--- src/rtl/ifu_pkg.sv ---
// Shared definitions for the instruction fetch unit: FSM states, fault codes,
// NOP encoding and the default reset PC.
package ifu_pkg;

  typedef enum logic [1:0] {
    S_REQ   = 2'd0,
    S_EXEC  = 2'd1,
    S_FAULT = 2'd2
  } ifu_state_t;

  typedef enum logic [1:0] {
    CAUSE_NONE     = 2'b00,
    CAUSE_MISALIGN = 2'b01,
    CAUSE_TIMEOUT  = 2'b10
  } fault_cause_t;

  localparam logic [31:0] NOP_INSTR        = 32'h0000_0013;
  localparam logic [31:0] DEFAULT_RESET_PC = 32'h8000_0000;

  function automatic logic is_word_aligned(input logic [31:0] addr);
    return (addr[1:0] == 2'b00);
  endfunction

endpackage

--- src/rtl/ifu_timeout_ctr.sv ---
// 8-bit up-counter measuring how long a fetch request has been outstanding;
// tc flags the last cycle an ack may still be accepted.
module ifu_timeout_ctr #(
  parameter int TIMEOUT_CYCLES = 255
) (
  input  logic clk,
  input  logic reset,
  input  logic clr,
  input  logic en,
  output logic tc
);

  localparam logic [7:0] TC_VAL = 8'(TIMEOUT_CYCLES - 1);

  logic [7:0] count;

  always_ff @(posedge clk or posedge reset) begin
    if (reset)
      count <= 8'd0;
    else if (clr)
      count <= 8'd0;
    else if (en)
      count <= count + 8'd1;
  end

  assign tc = (count == TC_VAL);

endmodule

--- src/rtl/instr_fetch_unit.sv ---
// Instruction fetch unit: issues one fetch per instruction, latches the returned
// word, presents it for one execute cycle and traps on misaligned PC or ack timeout.
//
//   state   | meaning
//   S_REQ   | request outstanding at pc, waiting for imem_ack
//   S_EXEC  | instr valid for one cycle, nextpc sampled at its end
//   S_FAULT | terminal fault, held until reset
module instr_fetch_unit
  import ifu_pkg::*;
#(
  parameter logic [31:0] RESET_PC       = DEFAULT_RESET_PC,
  parameter int          TIMEOUT_CYCLES = 255
) (
  input  logic        clk,
  input  logic        reset,
  input  logic [31:0] nextpc,
  input  logic        imem_ack,
  input  logic [31:0] imem_rdata,
  output logic [31:0] pc,
  output logic        imem_req,
  output logic [31:0] imem_addr,
  output logic [31:0] instr,
  output logic        instr_valid,
  output logic        waitt,
  output logic        fetch_fault,
  output logic [1:0]  fault_cause
);

  ifu_state_t   state, state_nxt;
  fault_cause_t cause_q, cause_nxt;
  logic         req_armed;
  logic         ld_pc, ld_instr, ld_cause;
  logic         ctr_tc;

  // Requests only start on the first edge after reset release, so an ack
  // landing in that first cycle belongs to the abandoned pre-reset fetch.
  always_ff @(posedge clk or posedge reset) begin
    if (reset)
      req_armed <= 1'b0;
    else
      req_armed <= 1'b1;
  end

  always_ff @(posedge clk or posedge reset) begin
    if (reset)
      state <= S_REQ;
    else
      state <= state_nxt;
  end

  always_comb begin
    state_nxt   = state;
    ld_pc       = 1'b0;
    ld_instr    = 1'b0;
    ld_cause    = 1'b0;
    cause_nxt   = CAUSE_NONE;
    imem_req    = 1'b0;
    instr_valid = 1'b0;
    waitt       = 1'b1;
    case (state)
      S_REQ: begin
        if (req_armed) begin
          imem_req = 1'b1;
          if (imem_ack) begin
            ld_instr  = 1'b1;
            state_nxt = S_EXEC;
          end else if (ctr_tc) begin
            ld_cause  = 1'b1;
            cause_nxt = CAUSE_TIMEOUT;
            state_nxt = S_FAULT;
          end
        end
      end
      S_EXEC: begin
        instr_valid = 1'b1;
        waitt       = 1'b0;
        if (is_word_aligned(nextpc)) begin
          ld_pc     = 1'b1;
          state_nxt = S_REQ;
        end else begin
          ld_cause  = 1'b1;
          cause_nxt = CAUSE_MISALIGN;
          state_nxt = S_FAULT;
        end
      end
      S_FAULT: begin
        state_nxt = S_FAULT;
      end
      default: begin
        state_nxt = S_REQ;
      end
    endcase
  end

  always_ff @(posedge clk or posedge reset) begin
    if (reset) begin
      pc      <= RESET_PC;
      instr   <= NOP_INSTR;
      cause_q <= CAUSE_NONE;
    end else begin
      if (ld_pc)
        pc <= nextpc;
      if (ld_instr)
        instr <= imem_rdata;
      if (ld_cause)
        cause_q <= cause_nxt;
    end
  end

  // Counter runs only while a request is on the bus; an accepted ack clears it.
  ifu_timeout_ctr #(
    .TIMEOUT_CYCLES(TIMEOUT_CYCLES)
  ) u_timeout_ctr (
    .clk  (clk),
    .reset(reset),
    .clr  (!imem_req || imem_ack),
    .en   (imem_req && !imem_ack),
    .tc   (ctr_tc)
  );

  assign imem_addr   = pc;
  assign fetch_fault = (state == S_FAULT);
  assign fault_cause = cause_q;

endmodule

--- config.mk ---
export PLATFORM = sky130hd
export DESIGN_NAME = instr_fetch_unit
export DESIGN_NICKNAME = d
export VERILOG_FILES = /design/src/rtl/ifu_pkg.sv /design/src/rtl/ifu_timeout_ctr.sv /design/src/rtl/instr_fetch_unit.sv
export SDC_FILE = /design/constraint.sdc
export NUM_CORES = 1
export LEC_CHECK = 0
export ABC_AREA = 0
export BUFFER_PORTS_ARGS = -buffer_cell sky130_fd_sc_hd__buf_2
export CORE_MARGIN = 2
export CORE_UTILIZATION = 41
export DETAILED_ROUTE_END_ITERATION = 8
export GPL_ROUTABILITY_DRIVEN = 0
export PLACE_DENSITY = 0.76
export SLEW_MARGIN = 20
export SYNTH_ARGS = -nofsm -noshare
export SYNTH_HDL_FRONTEND = slang
export SYNTH_HIERARCHICAL = 1
export SYNTH_SLANG_ARGS = --single-unit
export TNS_END_PERCENT = 100
--- constraint.sdc ---
create_clock -name clk -period 1.92 [get_ports clk]
set_clock_uncertainty 0.15 [all_clocks]
set_input_delay 0.192 -clock clk [delete_from_list [all_inputs] [get_ports clk]]
set_output_delay 0.192 -clock clk [all_outputs]
set_load 0.05 [all_outputs]
==> results of run 1 <==
-- path summary, 6_finish.rpt --
check,startpoint,endpoint,slack [ps],cells past startpoint
min in group asynchronous,reset,u_timeout_ctr/count[1],220,3
min,imem_ack,state[1],50,4
max in group asynchronous,reset,instr[4],890,4
max,state[1],imem_addr[24],170,5
min reg2reg,instr[29],instr[29],350,1
max reg2reg,state[1],imem_addr[24],170,5
-- worst max-delay path, stage by stage (launching register included) --
cell and delay, ps:
dfrtp_1 430, and2b_2 250, inv_2 50, nor3_4 150, buf_12 220, mux2_2 360
-- layer usage --
metal,track usage [%],vias up
li1,-,1164
met1,18.9,1178
met2,31.8,124
met3,4.59,20
met4,8.46,0
met5,0,-
-- sequential cells by signal (all words and copies together), names as in the netlist --
| register | flops |
|---|---|
| req_armed | 1 |
| fault_cause | 2 |
| instr | 32 |
| imem_addr | 32 |
| u_timeout_ctr/count | 8 |
| state | 2 |
-- cell usage in the layout, fill, tap and decap left out --
| cell | n |
|---|---|
| nand3_1 | 3 |
| a211oi_1 | 1 |
| inv_2 | 1 |
| dfrtp_1 | 73 |
| clkbuf_8 | 9 |
| ha_1 | 2 |
| o21ai_0 | 4 |
| nor2_1 | 7 |
| xor2_1 | 3 |
| dfstp_2 | 4 |
| nor3_4 | 1 |
| and2_1 | 1 |
| clkbuf_1 | 2 |
| and2b_2 | 1 |
| dlygate4sd3_1 | 63 |
| nand4_1 | 3 |
| mux2_1 | 1 |
| buf_4 | 3 |
| nor2b_1 | 3 |
| nand2_1 | 3 |
| nor4b_2 | 1 |
| conb_1 | 1 |
| a21oi_1 | 3 |
| nor4bb_1 | 1 |
| buf_2 | 168 |
| buf_12 | 2 |
| nor3b_4 | 1 |
| clkinvlp_4 | 6 |
| mux2_2 | 58 |
| or3_1 | 3 |
| a21bo_2 | 1 |
| inv_1 | 3 |
| mux2_4 | 3 |
| nand4_2 | 1 |
| a22o_1 | 1 |
| xnor2_1 | 1 |
-- repair_timing --
item,CTS,global route
setup endpoints to repair,0,2
hold endpoints to repair,135,0
gates resized for setup,0,1
hold buffers,63,0
-- cell families after synthesis --
kind of cell	Yosys count	synth area share, %
compound gates	10	1.88
fa+ha+maj	2	0.766
simple gates	29	5.63
mux	62	21.4
other cells	1	0.115
flops	77	59.1
xor+xnor	4	1.07
buf+inv	46	10.1
-- synth_stat cells (all sizes together), types with 2 or more instances --
master | count | share of area [%]
o21ai | 4 | 0.61
buf | 40 | 9.4
nand3 | 3 | 0.46
mux2 | 62 | 21
inv | 5 | 0.57
dfrtp | 73 | 56
ha | 2 | 0.77
nor2 | 7 | 0.80
xor2 | 3 | 0.80
nand4 | 4 | 0.96
a21oi | 3 | 0.46
nand2 | 3 | 0.34
nor2b | 3 | 0.57
or3 | 3 | 0.57
dfstp | 4 | 3.2
-- stage by stage --
| step | setup slack [ps] | hold slack [ps] | area, um2 |
|---|---|---|---|
| after floorplan | -120 | -142 | 3300 |
| after CTS | 174 | 21.9 | 4810 |
| after detailed placement | 187 | 30.3 | 4010 |
| after global routing | 82.4 | 85.9 | 4820 |
| after global placement | 238 | 30.2 | 4010 |
| final | 173 | 49.5 | 4820 |
-- area by class of cell --
class	instances	area, um2
fillers	603	2910
clock inverters	5	37.5
inverters	5	22.5
well taps	102	128
multi-input cells	108	1030
flip-flops and latches	77	1930
clock buffers	11	131
repair buffers	236	1530
==> impl_metrics.py, run 1 <==
metrics = {
    "status": {
        "status": "finished clean",
    },
    "timing": {
        "maxSlewViolCount": 0,
        "rsz0062_at_grt": "no",
        "setup_tns_ps": 0,
        "hold_viol_final": 0,
        "timing.fmax_ghz": 0.572,
        "setup_viol": 0,
        "period_share_pct": 91.0,
        "period_needed_ps": 1750,
    },
    "die": {
        "start_util_pct": 42.3,
        "core_um2": 7730,
        "dieHeight_um": 93.3,
        "placementRows": 32,
        "ioPinCount": 169,
        "die_w_um": 93.3,
        "dieArea_um2": 8700,
    },
    "detailed_routing": {
        "wl_met3_um": 581,
        "met1_length_um": 2940,
        "post_drt_wl_per_cell_um": 13.8,
        "routed_wl_um": 7520,
        "vias": 2486,
        "met2WireLength_um": 3830,
        "dr.max_layer_used": "met4",
        "drc_errors": 0,
        "viasPerCell": 4.57,
        "first_pass_iters": 4,
        "ant_nets": 0,
        "first_iter_violations": 58,
    },
    "finish": {
        "areaGrowthSynthToFinish_pct": 47.4,
        "diodes": 0,
        "post_route_cells_drive_above_1_share_pct": 58.8,
        "nets": 506,
        "final_core_util_pct": 62.3,
        "stdcell_count": 544,
    },
    "synthesis": {
        "synth_area_um2": 3270,
        "syn_avg_cell_area_um2": 14.1,
        "synth_seq_area_share_pct": 59.1,
        "async_reset_ff_share_pct": 100,
        "yosysUniqueCellTypes": 32,
        "syn_inst": 231,
        "synth-edff-count": 0,
        "synth-main-ff-cell": "dfrtp_1",
        "syn-num-nets": 300,
        "ys_seq_elements": 77,
        "ys_warn_count": 6,
    },
    "clocking": {
        "clkTransAtPathRegs_ps": 80,
        "cts_tree": "yes",
        "cts_buffers": 9,
        "clkSinkCount": 77,
        "cts.path.max_buffers": 2,
        "post-cts-setup-buffer-count": 0,
        "cts_max_level": 3,
        "root_buffer": "clkbuf_8",
        "clock_latency_ps": 340,
    },
    "grt": {
        "grt_pass1_wl_um": 11900,
        "antenna_found_initial": 0,
        "grt_max_degree": 36,
        "grt-ovfl-total": 0,
        "track_usage_pct": 17.6,
        "first_global_vias": 2579,
    },
    "placed_design": {
        "numPortBuffers": 168,
        "place_hpwl_um": 4680,
        "dp_cells": 465,
    },
    "setup_path": {
        "crit_type": "register to register",
        "start_kind": "register",
        "worstPathArrival_ps": 1820,
        "cp-end-kind": "register",
        "crit_path_max_fanout": 32,
        "cp.required_ps": 1990,
    },
    "job": {
        "drv_cap": 0,
    },
    "min_path": {
        "worst_hold_path_type": "input pin to register",
    },
}
Power of run 1 is left out: the tool's default activity adds up to more than one toggle a clock period on the data nets, which glitch-free logic cannot reach.
==> inputs of run 2 (changes only) <==
CORE_ASPECT_RATIO = 1.5   (was default)
==> run 2 against run 1 <==
  * Sequential share of layout area down 1.6 points
  * Count of clock-buffer cells in the layout down 2
  * Maximum frequency down 1.7%
  * Die area up 0.17%
==> impl_metrics.py, run 2 (synthesis results as in run 1) <==
metrics = {
    "finish": {
        "areaGrowthSynthToFinish_pct": 53.3,
        "post_route_cells_drive_above_1_share_pct": 59.2,
        "nets": 508,
        "most-common-layout-cells": "168 x buf_2, 73 x dfrtp_1, 63 x dlygate4sd3_1",
        "final_common_cell": "buf_2",
        "final_core_util_pct": 65.4,
    },
    "job": {
        "drv_cap": 0,
    },
    "clocking": {
        "root_buffer": "clkbuf_16",
        "clock_latency_ps": 330,
        "clkTransAtPathRegs_ps": 60,
        "cts_max_level": 3,
        "clkSinkCount": 77,
        "cts.path.max_buffers": 2,
        "ctsResizeCount": 0,
        "cts_tree": "yes",
        "cts_buffers": 9,
        "post-cts-setup-buffer-count": 0,
    },
    "timing": {
        "whs_ps": 41.1,
        "period_needed_ps": 1780,
        "maxSlewViolCount": 0,
        "setup_viol": 0,
        "timing.fmax_ghz": 0.562,
        "period_share_pct": 92.6,
        "setup_ws_ps": 142,
        "rsz0062_at_grt": "no",
        "hold_viol_final": 0,
    },
    "setup_path": {
        "regToRegStartpoint": "state[1]",
        "cp_num_cells": 5,
        "regToRegSetupSlack_ps": 140,
        "critPathBufInv": 1,
        "cp.required_ps": 2020,
        "cp_cell_sequence": "nor4b_1 -> buf_4 -> nand4_1 -> or3_1 -> a21oi_1",
        "cp-end-kind": "register",
        "critical-path-top-delay-family": "simple AND/OR/NAND/NOR gates",
        "cpMaxStageDelayCell": "dfrtp_1",
        "critPathMaxStageDelay_ps": 420,
        "crit_path_end": "u_timeout_ctr/count[7]",
        "start_kind": "register",
        "crit_path_max_fanout": 11,
        "critPathLaunch": "state[1]",
        "reg2reg_depth": 5,
        "worstPathArrival_ps": 1880,
        "crit_type": "register to register",
        "r2r_end": "u_timeout_ctr/count[7]",
    },
    "detailed_routing": {
        "routed_wl_um": 8510,
        "post_drt_wl_per_cell_um": 15.6,
        "drc_errors": 0,
        "first_pass_iters": 4,
        "ant_nets": 0,
        "viasPerCell": 4.67,
        "vias": 2557,
        "first_iter_violations": 88,
    },
    "grt": {
        "grt_max_degree": 33,
        "track_usage_pct": 20.1,
        "first_global_vias": 2791,
        "grt-ovfl-total": 0,
        "grt_pass1_wl_um": 13500,
        "antenna_found_initial": 1,
    },
    "die": {
        "dieArea_um2": 8720,
        "start_util_pct": 42.7,
        "die_w_um": 76.9,
        "dieHeight_um": 113,
        "core_um2": 7660,
        "placementRows": 39,
        "ioPinCount": 169,
    },
    "status": {
        "status": "finished clean",
    },
    "placed_design": {
        "numPortBuffers": 168,
        "post-place-ws_ps": 173,
        "place_hpwl_um": 5320,
    },
    "min_path": {
        "worst_hold_path_type": "input pin to register",
    },
}
## run 2: metal layers
metal / vias up / wire length [um] / track usage, %
li1: 1174 / - / -
met1: 1270 / 3010 / 19.9
met2: 92 / 4830 / 38.5
met3: 21 / 383 / 4.78
met4: 0 / 286 / 10.2
met5: - / 0 / 0
## run 2: cell type report
| cell class | instances | area (um2) |
|---|---|---|
| Timing Repair Buffer | 238 | 1560 |
| Clock inverter | 7 | 114 |
| Clock buffer | 9 | 225 |
| Inverter | 5 | 22.5 |
| Sequential cell | 77 | 1930 |
| Fill cell | 566 | 2650 |
| Antenna cell | 1 | 2.50 |
| Multi-Input combinational cell | 108 | 1020 |
| Tap cell | 102 | 128 |
## run 2: what timing repair did
item / 4_1_cts / 5_1_grt
hold endpoints to repair: 81 / 0
hold buffers: 63 / 0
setup endpoints to repair: 0 / 0
## run 2: worst reg2reg max path: stages (launching register included)
cell	delay, ps
dfrtp_1	420
nor4b_1	310
buf_4	230
nand4_1	120
or3_1	320
a21oi_1	150
## run 2: per-stage QoR
stage,instances,cell area [um2],setup TNS (ps)
2_1_floorplan,231,3300,-6280
3_3_place_gp,467,4040,0
3_5_place_dp,467,4040,0
4_1_cts,546,5010,0
5_1_grt,547,5010,0
6_report,547,5010,0
## run 2: worst min-delay path by stage
stage | start | cells after the start | to | slack [ps]
finish | imem_ack | 4 | state[1] | 40
global route | imem_ack | 4 | state[1] | 70
CTS | imem_ack | 4 | state[1] | 40
detailed placement | reset | 2 | u_timeout_ctr/count[0] | 40
global placement | reset | 2 | u_timeout_ctr/count[0] | 30
floorplan | reset | 1 | u_timeout_ctr/count[0] | -140
Power of run 2 is left out for the same reason.
==> inputs of run 3 (changes only) <==
CORE_MARGIN = default   (was 2)
GPL_TIMING_DRIVEN = 0   (was default)
==> run 3 against run 2 <==
  * Count of clock-buffer cells in the layout is 4 higher
  * Maximum frequency is 4.6% lower
  * Sequential cell count stayed put
  * Register-to-register slack worse by 90 ps
  * Via count is 4.3% higher
  * Critical path depth is 1 higher
  * Worst hold slack better by 43 ps
  * Die area is 4.3% lower
  * Largest cell class unchanged
  * Sequential share of layout area is 2.3 points lower
  * First-iteration DRC count is 28% higher
  * Setup slack worse by 86 ps
  * Global-route usage is 0.93 points higher
==> impl_metrics.py, run 3 (synthesis results as in run 1) <==
metrics = {
    "detailed_routing": {
        "met1_length_um": 2780,
        "post_drt_wl_per_cell_um": 14.4,
        "wl_met3_um": 431,
        "met2WireLength_um": 4980,
        "drc_errors": 0,
        "routed_wl_um": 8410,
        "first_iter_violations": 113,
        "dr.max_layer_used": "met4",
        "vias": 2668,
        "ant_nets": 0,
        "viasPerCell": 4.56,
        "first_pass_iters": 4,
    },
    "setup_path": {
        "crit_path_max_fanout": 10,
        "cp-end-kind": "register",
        "start_kind": "register",
        "cp.required_ps": 1970,
        "regToRegStartpoint": "state[1]",
        "worstPathArrival_ps": 1920,
        "regToRegSetupSlack_ps": 60,
        "crit_type": "register to register",
        "r2r_end": "imem_addr[22]",
        "reg2reg_depth": 6,
    },
    "finish": {
        "post_route_cells_drive_above_1_share_pct": 62.9,
        "most-common-layout-cells": "168 x buf_2, 71 x dfrtp_1, 63 x dlygate4sd3_1",
        "areaGrowthSynthToFinish_pct": 63.1,
        "final_common_cell": "buf_2",
        "nets": 547,
        "diodes": 0,
        "fillers": 524,
        "multi_input_area_um2": 1040,
        "seq_area_um2": 1930,
    },
    "die": {
        "placementRows": 39,
        "dieArea_um2": 8340,
        "core_um2": 7660,
        "ioPinCount": 169,
        "start_util_pct": 42.7,
        "die_w_um": 74.9,
        "dieHeight_um": 111,
    },
    "clocking": {
        "clkSinkCount": 77,
        "cts_max_level": 3,
        "clock_latency_ps": 320,
        "cts_tree": "yes",
        "cts_buffers": 9,
        "root_buffer": "clkbuf_16",
        "clkTransAtPathRegs_ps": 50,
        "cts.path.max_buffers": 2,
    },
    "timing": {
        "maxSlewViolCount": 0,
        "hold_viol_final": 0,
        "period_share_pct": 97.1,
        "timing.fmax_ghz": 0.537,
        "setup_viol": 0,
        "setup_tns_ps": 0,
        "period_needed_ps": 1860,
    },
    "grt": {
        "track_usage_pct": 21.1,
        "first_global_vias": 2763,
        "grt_max_degree": 35,
        "grt_pass1_wl_um": 12900,
        "grt-ovfl-total": 0,
        "antenna_found_initial": 0,
    },
    "placed_design": {
        "place_hpwl_um": 5450,
        "numPortBuffers": 168,
    },
    "min_path": {
        "min_from": "imem_ack",
        "hold_depth": 4,
        "worst_hold_path_type": "input pin to register",
        "hold_path_end": "state[1]",
    },
    "status": {
        "status": "finished clean",
    },
    "job": {
        "drv_cap": 0,
    },
}
run 3: cell types whose count changed in the layout (fill, tap and decap cells not counted), sizes merged:
cell    before  now
clkinv       4    1
diode        1    0
bufinv       3    2
buf        175  213
clkbuf       9   14
run 3: cell type report:
class | instances | area share, %
sequential | 77 | 36.3
timing repair buffer | 236 | 28.8
multi-input combinational | 108 | 19.5
buffer | 41 | 6.06
clock buffer | 13 | 5.26
tap | 102 | 2.39
clock inverter | 3 | 1.22
inverter | 5 | 0.423
run 3: routing by layer:
layer,vias to the layer above,GRT usage [%]
met3,17,4.52
met5,-,0
met2,91,39.6
met4,0,10.8
met1,1311,20.3
li1,1249,-
run 3: through the flow:
step | hold slack, ps | worst slack [ps] | utilization (%) | instances | instance area, um2
final | 84.6 | 56.4 | 69.6 | 585 | 5330
after global routing | 91.6 | -13.0 | 69.6 | 585 | 5330
after CTS | 76.3 | 36.7 | 69.2 | 582 | 5300
after detailed placement | 15.9 | -260 | 56.2 | 503 | 4310
after global placement | 30.9 | -194 | 55.7 | 501 | 4270
after floorplan | -142 | -120 | - | 231 | 3300
run 3: worst max path at each step:
| stage | to | startpoint | cells past startpoint |
|---|---|---|---|
| floorplan | instr[24] | state[0] | 5 |
| global placement | u_timeout_ctr/count[5] | state[1] | 5 |
| detailed placement | u_timeout_ctr/count[7] | state[1] | 5 |
| CTS | u_timeout_ctr/count[7] | state[1] | 5 |
| global route | u_timeout_ctr/count[7] | state[1] | 5 |
| finish | imem_addr[22] | state[1] | 6 |
run 3: what timing repair did:
| action | 4_1_cts | 5_1_grt |
|---|---|---|
| hold buffers | 63 | 0 |
| buffers inserted | 0 | 3 |
| pin swaps | 0 | 2 |
| endpoints found under the hold margin | 135 | 0 |
| gates resized for setup | 2 | 5 |
| endpoints found under the setup margin | 6 | 31 |
run 3: critical path, cell delays in order, from the launching register on:
cell,delay [ps]
dfrtp_2,440
and2b_2,260
inv_2,60
nor3_4,170
buf_6,150
buf_6,150
mux2_2,360
Power of run 3 is left out for the same reason.
